### config.mk
export PLATFORM = sky130hd
export DESIGN_NAME = rv32i_lsu_sequencer_flat
export DESIGN_NICKNAME = d
export VERILOG_FILES = /design/src/rtl/rv32i_lsu_sequencer_if.sv /design/src/rtl/rv32i_lsu_sequencer.sv /design/src/flat_wrapper.sv
export SDC_FILE = /design/constraint.sdc
export NUM_CORES = 1
export LEC_CHECK = 0
export ABC_AREA = 1
export CAP_MARGIN = 0
export CORE_ASPECT_RATIO = 0.7
export CORE_MARGIN = 2
export CORE_UTILIZATION = 30
export DETAILED_ROUTE_END_ITERATION = 6
export SLEW_MARGIN = 20
export SYNTH_ARGS = -nofsm -noshare
export SYNTH_HDL_FRONTEND = slang
export SYNTH_SLANG_ARGS = --single-unit
export TNS_END_PERCENT = 20
### constraint.sdc
create_clock -name clk -period 7.9 [get_ports clk]
set_input_delay 1.185 -clock clk [delete_from_list [all_inputs] [get_ports clk]]
set_output_delay 1.185 -clock clk [all_outputs]
set_load 0.02 [all_outputs]
### src/rtl/rv32i_lsu_sequencer_if.sv
// rv32i_lsu_sequencer_if: request/response handshake plus RAM data-port bundle.
// master is the execute stage and RAM side; slave is the sequencer.
interface rv32i_lsu_sequencer_if;
   logic        req_valid, req_ready, req_we, req_sign;
   logic [1:0]  req_width;
   logic [31:0] req_addr, req_wdata;
   logic [29:0] d_addr;
   logic        d_we;
   logic [3:0]  d_be;
   logic [31:0] d_wdata, d_rdata;
   logic        resp_valid, resp_err;
   logic [31:0] resp_rdata;
   modport master (
      output req_valid, req_we, req_width, req_sign, req_addr, req_wdata, d_rdata,
      input  req_ready, d_addr, d_we, d_be, d_wdata, resp_valid, resp_rdata, resp_err
   );
   modport slave (
      input  req_valid, req_we, req_width, req_sign, req_addr, req_wdata, d_rdata,
      output req_ready, d_addr, d_we, d_be, d_wdata, resp_valid, resp_rdata, resp_err
   );
endinterface

### src/rtl/rv32i_lsu_sequencer.sv
// rv32i_lsu_sequencer: one-at-a-time load/store sequencer that splits misaligned
// accesses into two word beats and merges/extends returned load data.
module rv32i_lsu_sequencer (
   input logic clk,
   input logic reset,
   rv32i_lsu_sequencer_if.slave bus
);
   localparam logic [2:0] IDLE = 3'd0, BEAT0 = 3'd1, BEAT1 = 3'd2, WAIT = 3'd3, RESP = 3'd4;
   logic [2:0]  state, nxt;
   logic        we_q, sign_q;
   logic [1:0]  width_q;
   logic [31:0] addr_q, wdata_q, lo_q;
   logic [29:0] d_addr;
   logic        d_we, resp_valid, resp_err;
   logic [3:0]  d_be;
   logic [31:0] d_wdata, resp_rdata;
   logic        idle, accept, we, mis;
   logic [1:0]  width, off;
   logic [31:0] addr, m, ext;
   logic [3:0]  mask;
   logic [7:0]  be8;
   logic [63:0] wd64;
   // In IDLE the live request drives the first beat; afterwards the latched copy does.
   always_comb begin
      idle   = state == IDLE;
      accept = idle && bus.req_valid;
      we     = idle ? bus.req_we : we_q;
      width  = idle ? bus.req_width : width_q;
      addr   = idle ? bus.req_addr : addr_q;
      off    = addr[1:0];
      mask   = width == 2'b00 ? 4'b0001 : width == 2'b01 ? 4'b0011 : 4'b1111;
      be8    = {4'b0000, mask} << off;
      mis    = |be8[7:4];
      wd64   = {32'b0, idle ? bus.req_wdata : wdata_q} << {off, 3'b000};
      m      = 32'({bus.d_rdata, mis ? lo_q : bus.d_rdata} >> {off, 3'b000});
      ext    = width_q == 2'b00 ? {{24{sign_q & m[7]}}, m[7:0]}
             : width_q == 2'b01 ? {{16{sign_q & m[15]}}, m[15:0]} : m;
      nxt    = state == IDLE  ? (accept ? (width == 2'b11 ? RESP : BEAT0) : IDLE)
             : state == BEAT0 ? (mis ? BEAT1 : we ? RESP : WAIT)
             : state == BEAT1 ? (we ? RESP : WAIT)
             : state == WAIT  ? RESP : IDLE;
   end
   always_ff @(posedge clk or posedge reset) begin
      if (reset) begin
         state      <= IDLE;
         we_q       <= 1'b0;
         sign_q     <= 1'b0;
         width_q    <= 2'b00;
         addr_q     <= 32'b0;
         wdata_q    <= 32'b0;
         lo_q       <= 32'b0;
         d_addr     <= 30'b0;
         d_we       <= 1'b0;
         d_be       <= 4'b0;
         d_wdata    <= 32'b0;
         resp_valid <= 1'b0;
         resp_err   <= 1'b0;
         resp_rdata <= 32'b0;
      end else begin
         state <= nxt;
         if (accept) begin
            we_q    <= bus.req_we;
            sign_q  <= bus.req_sign;
            width_q <= bus.req_width;
            addr_q  <= bus.req_addr;
            wdata_q <= bus.req_wdata;
         end
         if (state == BEAT1) lo_q <= bus.d_rdata;
         if (nxt == BEAT0 || nxt == BEAT1) begin
            d_addr  <= nxt == BEAT0 ? addr[31:2] : addr[31:2] + 30'd1;
            d_wdata <= nxt == BEAT0 ? wd64[31:0] : wd64[63:32];
         end
         d_we       <= (nxt == BEAT0 || nxt == BEAT1) && we;
         d_be       <= !we ? 4'b0 : nxt == BEAT0 ? be8[3:0] : nxt == BEAT1 ? be8[7:4] : 4'b0;
         resp_valid <= nxt == RESP;
         if (nxt == RESP) begin
            resp_err   <= idle;
            resp_rdata <= state == WAIT ? ext : 32'b0;
         end
      end
   end
   assign bus.req_ready  = idle;
   assign bus.d_addr     = d_addr;
   assign bus.d_we       = d_we;
   assign bus.d_be       = d_be;
   assign bus.d_wdata    = d_wdata;
   assign bus.resp_valid = resp_valid;
   assign bus.resp_err   = resp_err;
   assign bus.resp_rdata = resp_rdata;
endmodule

### src/flat_wrapper.sv
// flat-port wrapper written by rule: the top's interface ports become plain ports
module rv32i_lsu_sequencer_flat 
  (clk, reset, bus_req_valid, bus_req_we, bus_req_width, bus_req_sign, bus_req_addr, bus_req_wdata, bus_d_rdata, bus_req_ready, bus_d_addr, bus_d_we, bus_d_be, bus_d_wdata, bus_resp_valid, bus_resp_rdata, bus_resp_err);
  rv32i_lsu_sequencer_if bus_i ();
  input logic clk;
  input logic reset;
  input wire logic [$bits(bus_i.req_valid)-1:0] bus_req_valid;
  input wire logic [$bits(bus_i.req_we)-1:0] bus_req_we;
  input wire logic [$bits(bus_i.req_width)-1:0] bus_req_width;
  input wire logic [$bits(bus_i.req_sign)-1:0] bus_req_sign;
  input wire logic [$bits(bus_i.req_addr)-1:0] bus_req_addr;
  input wire logic [$bits(bus_i.req_wdata)-1:0] bus_req_wdata;
  input wire logic [$bits(bus_i.d_rdata)-1:0] bus_d_rdata;
  output wire logic [$bits(bus_i.req_ready)-1:0] bus_req_ready;
  output wire logic [$bits(bus_i.d_addr)-1:0] bus_d_addr;
  output wire logic [$bits(bus_i.d_we)-1:0] bus_d_we;
  output wire logic [$bits(bus_i.d_be)-1:0] bus_d_be;
  output wire logic [$bits(bus_i.d_wdata)-1:0] bus_d_wdata;
  output wire logic [$bits(bus_i.resp_valid)-1:0] bus_resp_valid;
  output wire logic [$bits(bus_i.resp_rdata)-1:0] bus_resp_rdata;
  output wire logic [$bits(bus_i.resp_err)-1:0] bus_resp_err;
  assign bus_i.req_valid = bus_req_valid;
  assign bus_i.req_we = bus_req_we;
  assign bus_i.req_width = bus_req_width;
  assign bus_i.req_sign = bus_req_sign;
  assign bus_i.req_addr = bus_req_addr;
  assign bus_i.req_wdata = bus_req_wdata;
  assign bus_i.d_rdata = bus_d_rdata;
  assign bus_req_ready = bus_i.req_ready;
  assign bus_d_addr = bus_i.d_addr;
  assign bus_d_we = bus_i.d_we;
  assign bus_d_be = bus_i.d_be;
  assign bus_d_wdata = bus_i.d_wdata;
  assign bus_resp_valid = bus_i.resp_valid;
  assign bus_resp_rdata = bus_i.resp_rdata;
  assign bus_resp_err = bus_i.resp_err;
  rv32i_lsu_sequencer u_core (.clk(clk), .reset(reset), .bus(bus_i));
endmodule
==> metrics.md <==
| Metric | Value |
|---|---|
| Critical Path AT | `just over 5 ns` |
| #FFs+latches synth | `between 150 and 200` |
| PortBufs | `approximately 200` |
| Netlist cell types | `44` |
| Share of cells above drive strength 1 | `~5.2%` |
| Clk_lat worst skew | `0.46 ns` |
| Multi-input gate area | `roughly 5300 µm²` |
| Final nets | `approximately 1,800` |
| WS Path Type | `input pin to flop` |
| Max FO, Critical Path | `75` |
| PwrDens | `~480 nW/µm²` |
| Crit path capture type | `flop` |
| Critical path cell sequence | `clkdlybuf4s50_1 -> o21ai_4 -> buf_4 -> nand2_2 -> nand2_4 -> inv_2 -> nand2_1 -> nand2_2 -> buf_4 -> clkinv_2 -> nor2_2 -> nand2_1 -> a211oi_2` |
| N_diodes | `0` |
| WL/cell | `between 15 and 20 µm` |
| Post-DP Area | `13,600 µm²` |
| Async SR Flop Fraction | `100%` |
| Drt drc | `0` |
| CP delay by family, top | `buffers and inverters` |
| Die area | `approximately 39,000 µm²` |
| FILL cells | `a little under 4,000` |
| Max stage delay on crit path | `roughly 0.87 ns` |
| Final hold violation count | `0` |
| Buf/Inv on CP | `5` |
| Initial Utilization | `between 30 and 40%` |
| Clk_skew | `approximately 0.010 ns` |
| Die Y | `166 µm` |
| Mean Syn Cell Area | `roughly 7.1 µm²` |
| Die X | `236 µm` |
| Vias in the first global route | `9,985` |
| Cells taking the most area after synthesis | `dfrtp_1 44%, nand2_1 18%, o21ai_0 10%, inv_1 4.9%, nand3_1 4.7%` |
| CTS H-tree depth | `4` |
| Antenna Nets Post-Route | `0` |
| CP Launch Type | `input pin` |
| Slew Limit Fails | `0` |
| Worst path required time | `slightly above 8 ns` |
| CTS sink cnt | `about 200` |
| Peak supply drop | `approximately 230 µV` |
| Syn Nets | `around 1,700` |
| Min-Delay Path Class | `flop to flop` |
| LEAKAGE | `approximately 0.0066 µW` |
| Ports | `roughly 210` |
| Yosys top cell by area | `dfrtp_1` |
| Drt first pass iters | `6` |
| Largest net degree at the start of global routing | `about 150` |
| Final Instance Area | `around 14,000 µm²` |
| Post-synthesis cell count | `roughly 1,600` |
| Clock buffer count from CTS | `17` |
| Achievable Freq | `~0.21 GHz` |
| Final Critical Period | `4.76 ns` |
| Setup TNS Final | `0 ns` |
| Clk root buf | `clkbuf_16` |
| Final setup vio count | `0` |
| Total gr overflow | `0` |
| WL final | `approximately 40,000 µm` |
| Max Cap Violations | `0` |
| Rows | `59` |
| Worst-path clk slew | `approximately 0.080 ns` |
| Layout area overhead | `25.8%` |
| DR vias/cell | `a little under 5` |
| Ys flop type | `dfrtp_1` |
| Slew @ Worst Pin | `~1.1 ns` |
| GRT Overall Usage | `~21%` |
| Syn Std Cell Area | `~11,000 µm²` |
| CTS tree | `built` |
| Rel. slew slack | `between 20 and 25%` |
| Post-CTS Setup Repair Bufs | `0` |
| CTS resizes | `0` |
| Synth top area share | `a little over two fifths` |
| Clock Tree Buf Depth | `2` |
| Area occupied by registers | `roughly 4900 µm²` |
| DP HPWL | `29,900 µm` |
| Initial antenna violation count | `0` |
| Post-synth EDFFs | `0` |
| Sequential area share after synthesis | `~44%` |
| Synth warn | `0` |
| DRT iter0 DRCs | `roughly 1,400` |
| Global-route wire length before repair | `between 60,000 and 70,000 µm` |
| Vias | `11,000` |
| Core box area | `37,100 µm²` |
| Placer Congestion | `0.922` |
| Slowest CP cell | `clkinv_2` |
| RSZ-0062 raised after global routing | `false` |
| Outcome | `finished, final reports clean` |
| Tcrit/Tclk final | `between 60% and 70%` |
| Post-CTS Hold Buffers | `0` |
## final timing paths
kind,startpoint,to,slack (ns),depth (start not counted)
setup / recovery,bus_req_addr[1],u_core.bus.d_be[2]$_DFF_PP0_,3.14,13
max in group asynchronous,reset,u_core.addr_q[8]$_DFFE_PP0P_,5.38,3
hold reg to reg,u_core.addr_q[15]$_DFFE_PP0P_,u_core.addr_q[15]$_DFFE_PP0P_,0.48,2
min in group asynchronous,reset,u_core.bus.d_wdata[0]$_DFFE_PP0P_,1.25,2
hold / removal,u_core.addr_q[15]$_DFFE_PP0P_,u_core.addr_q[15]$_DFFE_PP0P_,0.48,2
setup reg to reg,u_core.state[2]$_DFF_PP0_,u_core.bus.d_be[2]$_DFF_PP0_,3.19,15
## worst min-delay path: stages (launching register included)
cell     delay (ns)
dfrtp_1        0.35
nand2_1        0.05
nand2_1        0.05
## synth_stat cells (4+ instances only)
library cell,instances
a21oi_1,8
buf_6,10
xor2_1,11
o2111ai_1,7
mux2i_1,10
nor2_2,6
o21ai_1,38
nand2_2,4
buf_2,20
clkbuf_1,53
nand3_1,106
buf_1,11
xnor2_1,4
inv_2,10
nand2_1,542
o21ai_0,234
a31oi_1,8
o21a_1,5
o21ai_2,6
dfrtp_1,197
nor3_1,12
o211ai_1,10
inv_1,147
nand4_1,18
nor2_1,67
a22oi_1,8
nor2_4,4
o221ai_1,4
## final cells by class
cell class	instances	share of cell area, %
clock buffer	18	3.09
clock inverter	14	0.996
inverter	157	4.25
multi-input combinational	1131	37.6
sequential	197	34.7
tap	488	4.30
timing repair buffer	217	15.1
## cell usage in the layout, fill, tap and decap left out, types with 5 or more instances in the layout
| cell type | instances |
|---|---|
| nor2_1 | 66 |
| clkdlybuf4s50_1 | 204 |
| mux2i_1 | 10 |
| nor2_2 | 6 |
| o21ai_1 | 38 |
| xor2_1 | 11 |
| a31oi_1 | 8 |
| o21ai_0 | 234 |
| inv_2 | 10 |
| nor3_1 | 10 |
| clkbuf_16 | 17 |
| nor2_4 | 5 |
| dfrtp_1 | 197 |
| a22oi_1 | 8 |
| nand4_1 | 18 |
| a21oi_1 | 8 |
| nand3_1 | 106 |
| buf_4 | 13 |
| nand2_1 | 541 |
| o21ai_2 | 6 |
| inv_6 | 5 |
| o21a_1 | 5 |
| o2111ai_1 | 7 |
| inv_1 | 145 |
| o211ai_1 | 10 |
## report_power, final
group | switching, µW | total, µW | leakage, µW | internal, µW
combinational | 2920 | 4210 | 0.00384 | 1290
sequential | 274 | 1740 | 0.00249 | 1470
clock | 436 | 889 | 0.000278 | 453
## state kept, by name, summed over array words and instances, names as in the netlist
| signal | count |
|---|---|
| u_core.addr_q | 32 |
| u_core.bus.d_addr | 30 |
| u_core.bus.d_be | 4 |
| u_core.bus.d_wdata | 32 |
| u_core.bus.d_we | 1 |
| u_core.bus.resp_err | 1 |
| u_core.bus.resp_rdata | 32 |
| u_core.bus.resp_valid | 1 |
| u_core.lo_q | 25 |
| u_core.sign_q | 1 |
| u_core.state | 3 |
| u_core.wdata_q | 32 |
| u_core.we_q | 1 |
| u_core.width_q | 2 |
## per-layer routing
metal  vias up  share of wire (%)  GRT usage, %
met5         -                  0             0
met4         0                1.1          4.71
met3        21                8.1          4.65
met2       395                 39          26.4
met1      5187                 52          33.7
li1       5395                  -             -
## kinds of logic (layout without fill, tap and decap cells)
| logic type | count (synthesis) | in the layout | share of synthesized area, % |
|---|---|---|---|
| compound gates | 340 | 340 | 16.9 |
| xor+xnor | 15 | 15 | 1.16 |
| simple gates | 765 | 765 | 27.9 |
| mux | 10 | 10 | 0.887 |
| buf+inv | 253 | 406 | 9.35 |
| flops | 197 | 197 | 43.7 |
| fa+ha+maj | 1 | 1 | 0.111 |
## metrics by stage
| step | hold slack [ns] | utilization [%] | cells | power, µW | setup WS, ns |
|---|---|---|---|---|---|
| 2_1_floorplan | 0.442 | - | 1581 | 4480 | 1.35 |
| 3_3_place_gp | 0.453 | 36.7 | 2190 | 5820 | 3.00 |
| 3_5_place_dp | 0.458 | 36.7 | 2190 | 5870 | 2.90 |
| 4_1_cts | 0.478 | 38.2 | 2222 | 6770 | 3.40 |
| 5_1_grt | 0.503 | 38.2 | 2222 | 7370 | 2.73 |
| 6_report | 0.479 | 38.2 | 2222 | 6840 | 3.14 |
Power figures use the tool's default switching activity.
